[config.mk]
export PLATFORM = sky130hd
export DESIGN_NAME = ring_fsm
export DESIGN_NICKNAME = d
export VERILOG_FILES = /design/src/rtl/ring_fsm_pkg.sv /design/src/rtl/ring_fsm_dwell.sv /design/src/rtl/ring_fsm.sv
export SDC_FILE = /design/constraint.sdc
export NUM_CORES = 1
export LEC_CHECK = 0
export ABC_AREA = 1
export CORE_AREA = 8 8 45 47
export DETAILED_ROUTE_END_ITERATION = 6
export DIE_AREA = 0 0 53 55
export DONT_BUFFER_PORTS = 1
export PLACE_DENSITY = 0.52
export SLEW_MARGIN = 20
export SYNTH_ARGS = -nofsm -noshare
export SYNTH_HDL_FRONTEND = slang
export SYNTH_SLANG_ARGS = --single-unit
[constraint.sdc]
create_clock -name i_clk -period 1.6 [get_ports i_clk]
set_input_delay 0.32 -clock i_clk [delete_from_list [all_inputs] [get_ports i_clk]]
set_output_delay 0.32 -clock i_clk [all_outputs]
set_load 0.02 [all_outputs]
[src/rtl/ring_fsm_pkg.sv]
// -----------------------------------------------------------------------------
// ring_fsm_pkg
// Shared definitions for the ring state machine:
//   - legal range of the state count N
//   - state encoding width helper
//   - transition cause encoding, listed in priority order
// -----------------------------------------------------------------------------
package ring_fsm_pkg;

  localparam int RING_FSM_MIN_N = 2;
  localparam int RING_FSM_MAX_N = 16;

  // Transition cause for the current cycle; LOAD outranks ADV, ADV outranks TIMEOUT.
  typedef enum logic [1:0] {
    CAUSE_HOLD    = 2'd0,
    CAUSE_LOAD    = 2'd1,
    CAUSE_ADV     = 2'd2,
    CAUSE_TIMEOUT = 2'd3
  } cause_e;

  // Encoding width for n states; never narrower than one bit.
  function automatic int ring_fsm_state_w(input int n);
    if (n <= 2) begin
      return 1;
    end else begin
      return $clog2(n);
    end
  endfunction

endpackage

[src/rtl/ring_fsm_dwell.sv]
// -----------------------------------------------------------------------------
// ring_fsm_dwell
// Dwell counter and timeout compare for ring_fsm. Counts cycles spent in the
// current state, saturating at all-ones, and flags a timeout in the cycle
// where the count reaches timeout_cyc-1.
//
// Ports:
//   i_clk          rising-edge clock
//   i_rst_n        asynchronous active-low reset
//   i_en           global enable; counter holds when low
//   i_clear        restart the count at the next edge (state change or load)
//   i_timeout_cyc  dwell limit in cycles, 0 disables the timeout
//   o_timeout      combinational timeout flag
//   o_dwell        registered dwell count
// -----------------------------------------------------------------------------
module ring_fsm_dwell import ring_fsm_pkg::*; #(
  parameter int DWELL_W = 8
) (
  input  logic               i_clk,
  input  logic               i_rst_n,
  input  logic               i_en,
  input  logic               i_clear,
  input  logic [DWELL_W-1:0] i_timeout_cyc,
  output logic               o_timeout,
  output logic [DWELL_W-1:0] o_dwell
);

  localparam logic [DWELL_W-1:0] DWELL_MAX  = {DWELL_W{1'b1}};
  localparam logic [DWELL_W-1:0] DWELL_ZERO = {DWELL_W{1'b0}};
  localparam logic [DWELL_W-1:0] DWELL_ONE  = DWELL_W'(1);

  logic [DWELL_W-1:0] r_dwell;
  logic [DWELL_W-1:0] w_dwell_next;

  // Timeout compare: a limit below the current count simply never matches
  // until the count restarts on the next state change.
  always_comb begin
    o_timeout = 1'b0;
    if (i_en && (i_timeout_cyc != DWELL_ZERO)) begin
      o_timeout = (r_dwell == (i_timeout_cyc - DWELL_ONE));
    end else begin
      o_timeout = 1'b0;
    end
  end

  // Next dwell value: restart, saturating increment or hold.
  always_comb begin
    w_dwell_next = r_dwell;
    if (!i_en) begin
      w_dwell_next = r_dwell;
    end else if (i_clear) begin
      w_dwell_next = DWELL_ZERO;
    end else if (r_dwell != DWELL_MAX) begin
      w_dwell_next = r_dwell + DWELL_ONE;
    end else begin
      w_dwell_next = r_dwell;
    end
  end

  // Dwell count register.
  always_ff @(posedge i_clk or negedge i_rst_n) begin
    if (!i_rst_n) begin
      r_dwell <= DWELL_ZERO;
    end else begin
      r_dwell <= w_dwell_next;
    end
  end

  assign o_dwell = r_dwell;

endmodule

[src/rtl/ring_fsm.sv]
// -----------------------------------------------------------------------------
// ring_fsm
// Parametrised N-state ring sequencer. State k advances to k+1 (N-1 wraps to
// 0) when adv[k] is set or, in the timeout build, when the dwell limit is
// reached. A synchronous load overrides advance. A one-cycle wrap pulse marks
// each N-1 -> 0 advance.
//
// Build option:
//   RING_FSM_TIMEOUT_EN  defined: dwell counter and timeout are live.
//                        undefined: o_dwell is 0 and i_timeout_cyc is unused.
//
// Parameters: N (2..16 states), W (state width, derived), DWELL_W.
// Ports:
//   i_clk          rising-edge clock
//   i_rst_n        asynchronous active-low reset
//   i_en           global enable
//   i_adv          per-state advance condition, only i_adv[state] is used
//   i_load         synchronous load request (qualified by i_en)
//   i_load_state   load target; values >= N load state 0
//   i_timeout_cyc  dwell limit in cycles, 0 disables
//   o_state        registered state
//   o_next         combinational next state
//   o_onehot       registered one-hot decode of state
//   o_wrap         registered wrap pulse
//   o_dwell        cycles spent in the current state
// -----------------------------------------------------------------------------
module ring_fsm import ring_fsm_pkg::*; #(
  parameter int N       = 3,
  parameter int W       = ring_fsm_state_w(N),
  parameter int DWELL_W = 8
) (
  input  logic               i_clk,
  input  logic               i_rst_n,
  input  logic               i_en,
  input  logic [N-1:0]       i_adv,
  input  logic               i_load,
  input  logic [W-1:0]       i_load_state,
  input  logic [DWELL_W-1:0] i_timeout_cyc,
  output logic [W-1:0]       o_state,
  output logic [W-1:0]       o_next,
  output logic [N-1:0]       o_onehot,
  output logic               o_wrap,
  output logic [DWELL_W-1:0] o_dwell
);

  localparam logic [W-1:0] LAST_STATE  = W'(N - 1);
  // One extra bit so N = 2**W still compares correctly.
  localparam logic [W:0]   N_EXT       = (W+1)'(N);
  localparam logic [N-1:0] ONEHOT_RST  = N'(1);

  logic [W-1:0]       r_state;
  logic [N-1:0]       r_onehot;
  logic               r_wrap;

  cause_e             w_cause;
  logic [W-1:0]       w_succ;
  logic [W-1:0]       w_next;
  logic [N-1:0]       w_onehot_next;
  logic               w_wrap_next;
  logic               w_timeout;
  logic [DWELL_W-1:0] w_dwell;

`ifdef RING_FSM_TIMEOUT_EN
  logic w_dwell_clear;

  // Any non-hold cause either changes state or is a load, both restart dwell.
  assign w_dwell_clear = (w_cause != CAUSE_HOLD);

  ring_fsm_dwell #(
    .DWELL_W(DWELL_W)
  ) u_dwell (
    .i_clk        (i_clk),
    .i_rst_n      (i_rst_n),
    .i_en         (i_en),
    .i_clear      (w_dwell_clear),
    .i_timeout_cyc(i_timeout_cyc),
    .o_timeout    (w_timeout),
    .o_dwell      (w_dwell)
  );
`else
  logic w_unused_timeout_cyc;

  assign w_unused_timeout_cyc = ^i_timeout_cyc;
  assign w_timeout            = 1'b0;
  assign w_dwell              = {DWELL_W{1'b0}};
`endif

  // Transition cause in priority order.
  always_comb begin
    w_cause = CAUSE_HOLD;
    if (!i_en) begin
      w_cause = CAUSE_HOLD;
    end else if (i_load) begin
      w_cause = CAUSE_LOAD;
    end else if (i_adv[r_state]) begin
      w_cause = CAUSE_ADV;
    end else if (w_timeout) begin
      w_cause = CAUSE_TIMEOUT;
    end else begin
      w_cause = CAUSE_HOLD;
    end
  end

  assign w_succ = (r_state == LAST_STATE) ? {W{1'b0}} : (r_state + W'(1));

  // Next-state mux driven by the cause.
  always_comb begin
    w_next = r_state;
    case (w_cause)
      CAUSE_LOAD: begin
        if ({1'b0, i_load_state} < N_EXT) begin
          w_next = i_load_state;
        end else begin
          w_next = {W{1'b0}};
        end
      end
      CAUSE_ADV, CAUSE_TIMEOUT: w_next = w_succ;
      CAUSE_HOLD:               w_next = r_state;
      default:                  w_next = r_state;
    endcase
  end

  // One-hot decode of the next state so the registered decode tracks state.
  always_comb begin
    w_onehot_next         = {N{1'b0}};
    w_onehot_next[w_next] = 1'b1;
  end

  // Only an advance out of the last state wraps; loads never do.
  assign w_wrap_next = ((w_cause == CAUSE_ADV) || (w_cause == CAUSE_TIMEOUT)) &&
                       (r_state == LAST_STATE);

  // State, decode and wrap registers.
  always_ff @(posedge i_clk or negedge i_rst_n) begin
    if (!i_rst_n) begin
      r_state  <= {W{1'b0}};
      r_onehot <= ONEHOT_RST;
      r_wrap   <= 1'b0;
    end else begin
      r_state  <= w_next;
      r_onehot <= w_onehot_next;
      r_wrap   <= w_wrap_next;
    end
  end

  assign o_state  = r_state;
  assign o_next   = w_next;
  assign o_onehot = r_onehot;
  assign o_wrap   = r_wrap;
  assign o_dwell  = w_dwell;

endmodule

-- After elaboration in Yosys (flattened, before gate mapping)
Cells that the tools add are included.
- input bits: 17
- bits in writable memories: 0
- register bits: 6
- word-level logic and storage cells: 27
- memory bits (read-only): 0
- memories: 0
- bits in latches: 0
- add/sub/neg operators: 1
- order comparisons: 4
- div/mod/pow operators: 0
- shift operators: 0
- reductions and logical operators: 5
- bitwise logic cells: 0
- equal/unequal tests: 4
- multipliers: 0
- multiplexer cells: 10
- operators by type and width (kind ; count):
    $mux 2 ; 5
    $eq 2x2->1 const B ; 3
    $lt 2x3->1 const B ; 2
    $pmux 2 s3 ; 1
    $add 2x1->2 const B ; 1
    $bmux 1 s2 ; 1
    $demux 1 s2 ; 1
    $eq 2x1->1 const B ; 1
    $ge 2x1->1 const B ; 1
    $logic_and 1x1->1 ; 2
    $logic_not 2->1 ; 1
    $lt 2x2->1 const B ; 1
    $mux 1 ; 2
    $reduce_or 2->1 ; 1
    $logic_or 1x1->1 ; 1

-- Longest topological paths before layout
- word-level depth: 12
- mapped depth: 8
- mapped depth without buffers: 8

-- Worst setup path before layout
No wires, ideal clock.
- kind: reg-to-output
- start: reg r_state[1], in the netlist o_state[1]
- end: out o_next[0]
- setup slack: 163 ps
- stages on the path, launching flop included: 7
- arrival: 1117 ps
- path through: dfrtp_1 inv_1 nand3_1 nand3_2 nand2_2 nand3_2 nand3b_2
- longest elaborated chain between the ends: 8
- elaborated cells between the ends (all ways): 13
- those cells by class: eq/ne (4); mux (7); reduce/logical (2)
- ends and longest elaborated chain (element ; RTL line ; RTL):
    start: declaration ; ring_fsm.sv:51 ; logic [W-1:0] r_state;
    start signal: assignment ; ring_fsm.sv:136 ; r_state <= {W{1'b0}};
    start signal: assignment ; ring_fsm.sv:140 ; r_state <= w_next;
    $bmux 1 s2 ; ring_fsm.sv:95 ; end else if (i_adv[r_state]) begin
    $mux 1 (implied by the code) ; ring_fsm.sv:95 ;
    $mux 2 ; ring_fsm.sv:95 ;
    $mux 2 ; ring_fsm.sv:93 ; end else if (i_load) begin
    $mux 2 ; ring_fsm.sv:91 ; if (!i_en) begin
    $eq 2x2->1 ; ring_fsm.sv:109 ; case (w_cause)
    $reduce_or 2->1 ; ring_fsm.sv:109 ;
    $pmux 2 s3 * ; ring_fsm.sv:109 ;
    end: declaration ; ring_fsm.sv:40 ; output logic [W-1:0] o_next,
Mark *: on every way between the ends. The rest lies on a longest branch, timed or not. The select of a mux whose other input is x is not followed.

-- Worst setup path in the final report
- start: reg r_state[0], in the netlist o_state[0]
- end: out o_next[1]
The elaborated chain is that of the path after synthesis.

==> metrics <==
status finished, final reports clean; crit path buf inv count 0; root buf cell clkbuf_4; CTS tree built; Initial Util 27.31%; total CTS buffers 3; chip height 55 µm; worst-skew pair later-pin latency 240 ps; sequential-to-total area share from yosys stat 40.07%; Avg Cell Area, Syn 8.588 µm²; P&R area growth vs syn 23.18%; largest cells by area after synthesis dfrtp_1, buf_4, nand3_2; vias after detailed routing 300; Antenna diodes 0; CP Class flip-flop to output port; htree depth 1; RSZ-0062 raised after global routing true; Clk pwr share 21.7%; CTS clock-pin slew for the worst setup and hold paths 40 ps; Area after DPL 379.1 µm²; Core Region 1384 µm²; max frequency 629.7 MHz; Post-Synthesis Cells 44; share of the synthesized area in the top cell type 33.11%; CP peak stage delay 420 ps; Seq. cell area 152.6 µm²; Final Skew 1.772 ps; max layer used met4; all-layer global routing usage 6.579%; Max clock buf depth 2; LEAKAGE 0.2499 nW; initial antenna violation count 0; Fill cells 145; IO Pins 33; clk sinks 6; Post-Syn Area 377.9 µm²; CP max-delay cell dfrtp_1; final instance area 465.4 µm²; WL met2 431 µm; RePlAce Congestion 0.6625; Avg Vias per Cell 4.286; Worst VDD drop 0.2791 mV; leading area contributor after synthesis dfrtp_1; Hold Crit Class primary input to flip-flop; drt initial violations 2; wirelength, routed 876 µm; setup violators final 0; CP required 1280 ps; Tmin final 1588 ps; Die Width 53 µm; PnR Total Power 681.9 µW; Sequential Power Share 39.9%; vias in the first global route 334; post-synth cell types 14; Critical Path Fanout Max 4; sw frac 42.19%; critical path cell sequence nor2_2 > nand2_1 > nand3_2 > nand4_1 > nand3_4; Final ANT Viol Nets 0; CP Capture Type output port; fin nets 72; # DRC 0; CP Launch Type flip-flop; DR pass1 iterations 2; Metal-1 WL 243 µm; Slew Viols, Final 0; largest net degree at the start of global routing 7; Internal 394.2 µW; Yosys Warn Count 0; delay-heaviest family, CP simple AND/OR/NAND/NOR gates; first-pass GRT wire length 1386 µm; Cell Rows 14; port bufs 0; power density cells 1465 nW/µm²; WL/cell 12.51 µm; final period utilization 99.26%; Comb power frac 38.4%; share of layout cells above drive strength 1 37.04%; area occupied by multi-input gates 192.7 µm²; dpl hpwl 715.1 µm; GRT overflow 0; DP Worst Slack 240.4 ps; Psw 287.7 µW; Die Area 2915 µm²; max_cap viols 0; Sum Neg Setup Slack 0 ps; post-route setup slack 11.84 ps; Synth Register Bits 6; Critical Path AT 1270 ps; Final Hold Viols 0; met3 wire length 197 µm
==> Yosys cell counts (all sizes together) <==
cell type and instances:
buf 8, conb 1, dfrtp 5, dfstp 1, inv 5, nand2 5, nand3 7, nand3b 1
nand4 2, nor2 7, nor3 2
==> repair_timing <==
item,4_1_cts,5_1_grt
gates resized for setup,4,1
hold buffers,1,0
pin swaps,1,1
endpoints found under the hold margin,6,0
endpoints found under the setup margin,2,3
buffers inserted,3,1
==> metal layers <==
layer	vias up	track usage [%]
li1	144	-
met1	138	5.215
met2	16	10.55
met3	2	5.348
met4	0	5.172
met5	-	0
==> registers in the layout, summed over array words and instances (netlist names) <==
| register | count |
|---|---|
| o_onehot | 3 |
| o_wrap | 1 |
| o_state | 2 |
==> placed cells by master, fill, tap and decap left out, types with 2 or more instances in the layout <==
master    count
nand3_1       3
dfrtp_1       4
nor3_1        2
nor2_1        5
inv_1         4
nand4_1       2
clkbuf_4      3
buf_4         6
conb_1        8
nand2_1       4
nand3_2       3
==> worst paths after layout <==
path | cells after the start | to | from | slack [ps]
max in group asynchronous | 1 | o_onehot[0] | i_rst_n | 950
worst min-delay path | 3 | o_wrap | i_load | 290
min in group asynchronous | 1 | o_onehot[1] | i_rst_n | 380
worst min register to register | 2 | o_wrap | o_state[1] | 600
worst max-delay path | 5 | o_next[1] | o_state[0] | 10
worst max register to register | 10 | o_onehot[2] | o_state[0] | 80
==> per-stage QoR <==
step	hold WS, ps	util [%]	cells
floorplan	24.41	-	51
global placement	24.59	27.40	61
detailed placement	24.58	27.40	61
CTS	270.7	33.00	69
global route	283.9	33.63	70
finish	286.8	33.63	70
==> worst min-delay path, delay by kind of cell <==
kind             cells  cell delay [ps]
and+or+nand+nor      3              160
==> area by class of cell <==
type                    instances  area share (%)
flip-flops and latches          6           32.80
repair buffers                  7           11.83
clock buffers                   4           5.645
multi-input cells              32           41.40
inverters                       5           4.032
well taps                      16           4.301
==> cells by family after synthesis <==
| kind of cell | Yosys count | share of synthesized area, % |
|---|---|---|
| buffers and inverters | 13 | 20.86 |
| DFF | 6 | 40.07 |
| and+or+nand+nor | 24 | 38.08 |
| other | 1 | 0.9924 |
==> power groups by stage <==
stage | logic [mW] | registers, mW | clock network [mW]
floorplan | 0.156 | 0.289 | 0
global placement | 0.218 | 0.270 | 0
detailed placement | 0.216 | 0.270 | 0
CTS | 0.244 | 0.273 | 0.157
global route | 0.290 | 0.278 | 0.165
finish | 0.262 | 0.272 | 0.148
Note: power is estimated with default switching activity, not from simulation.
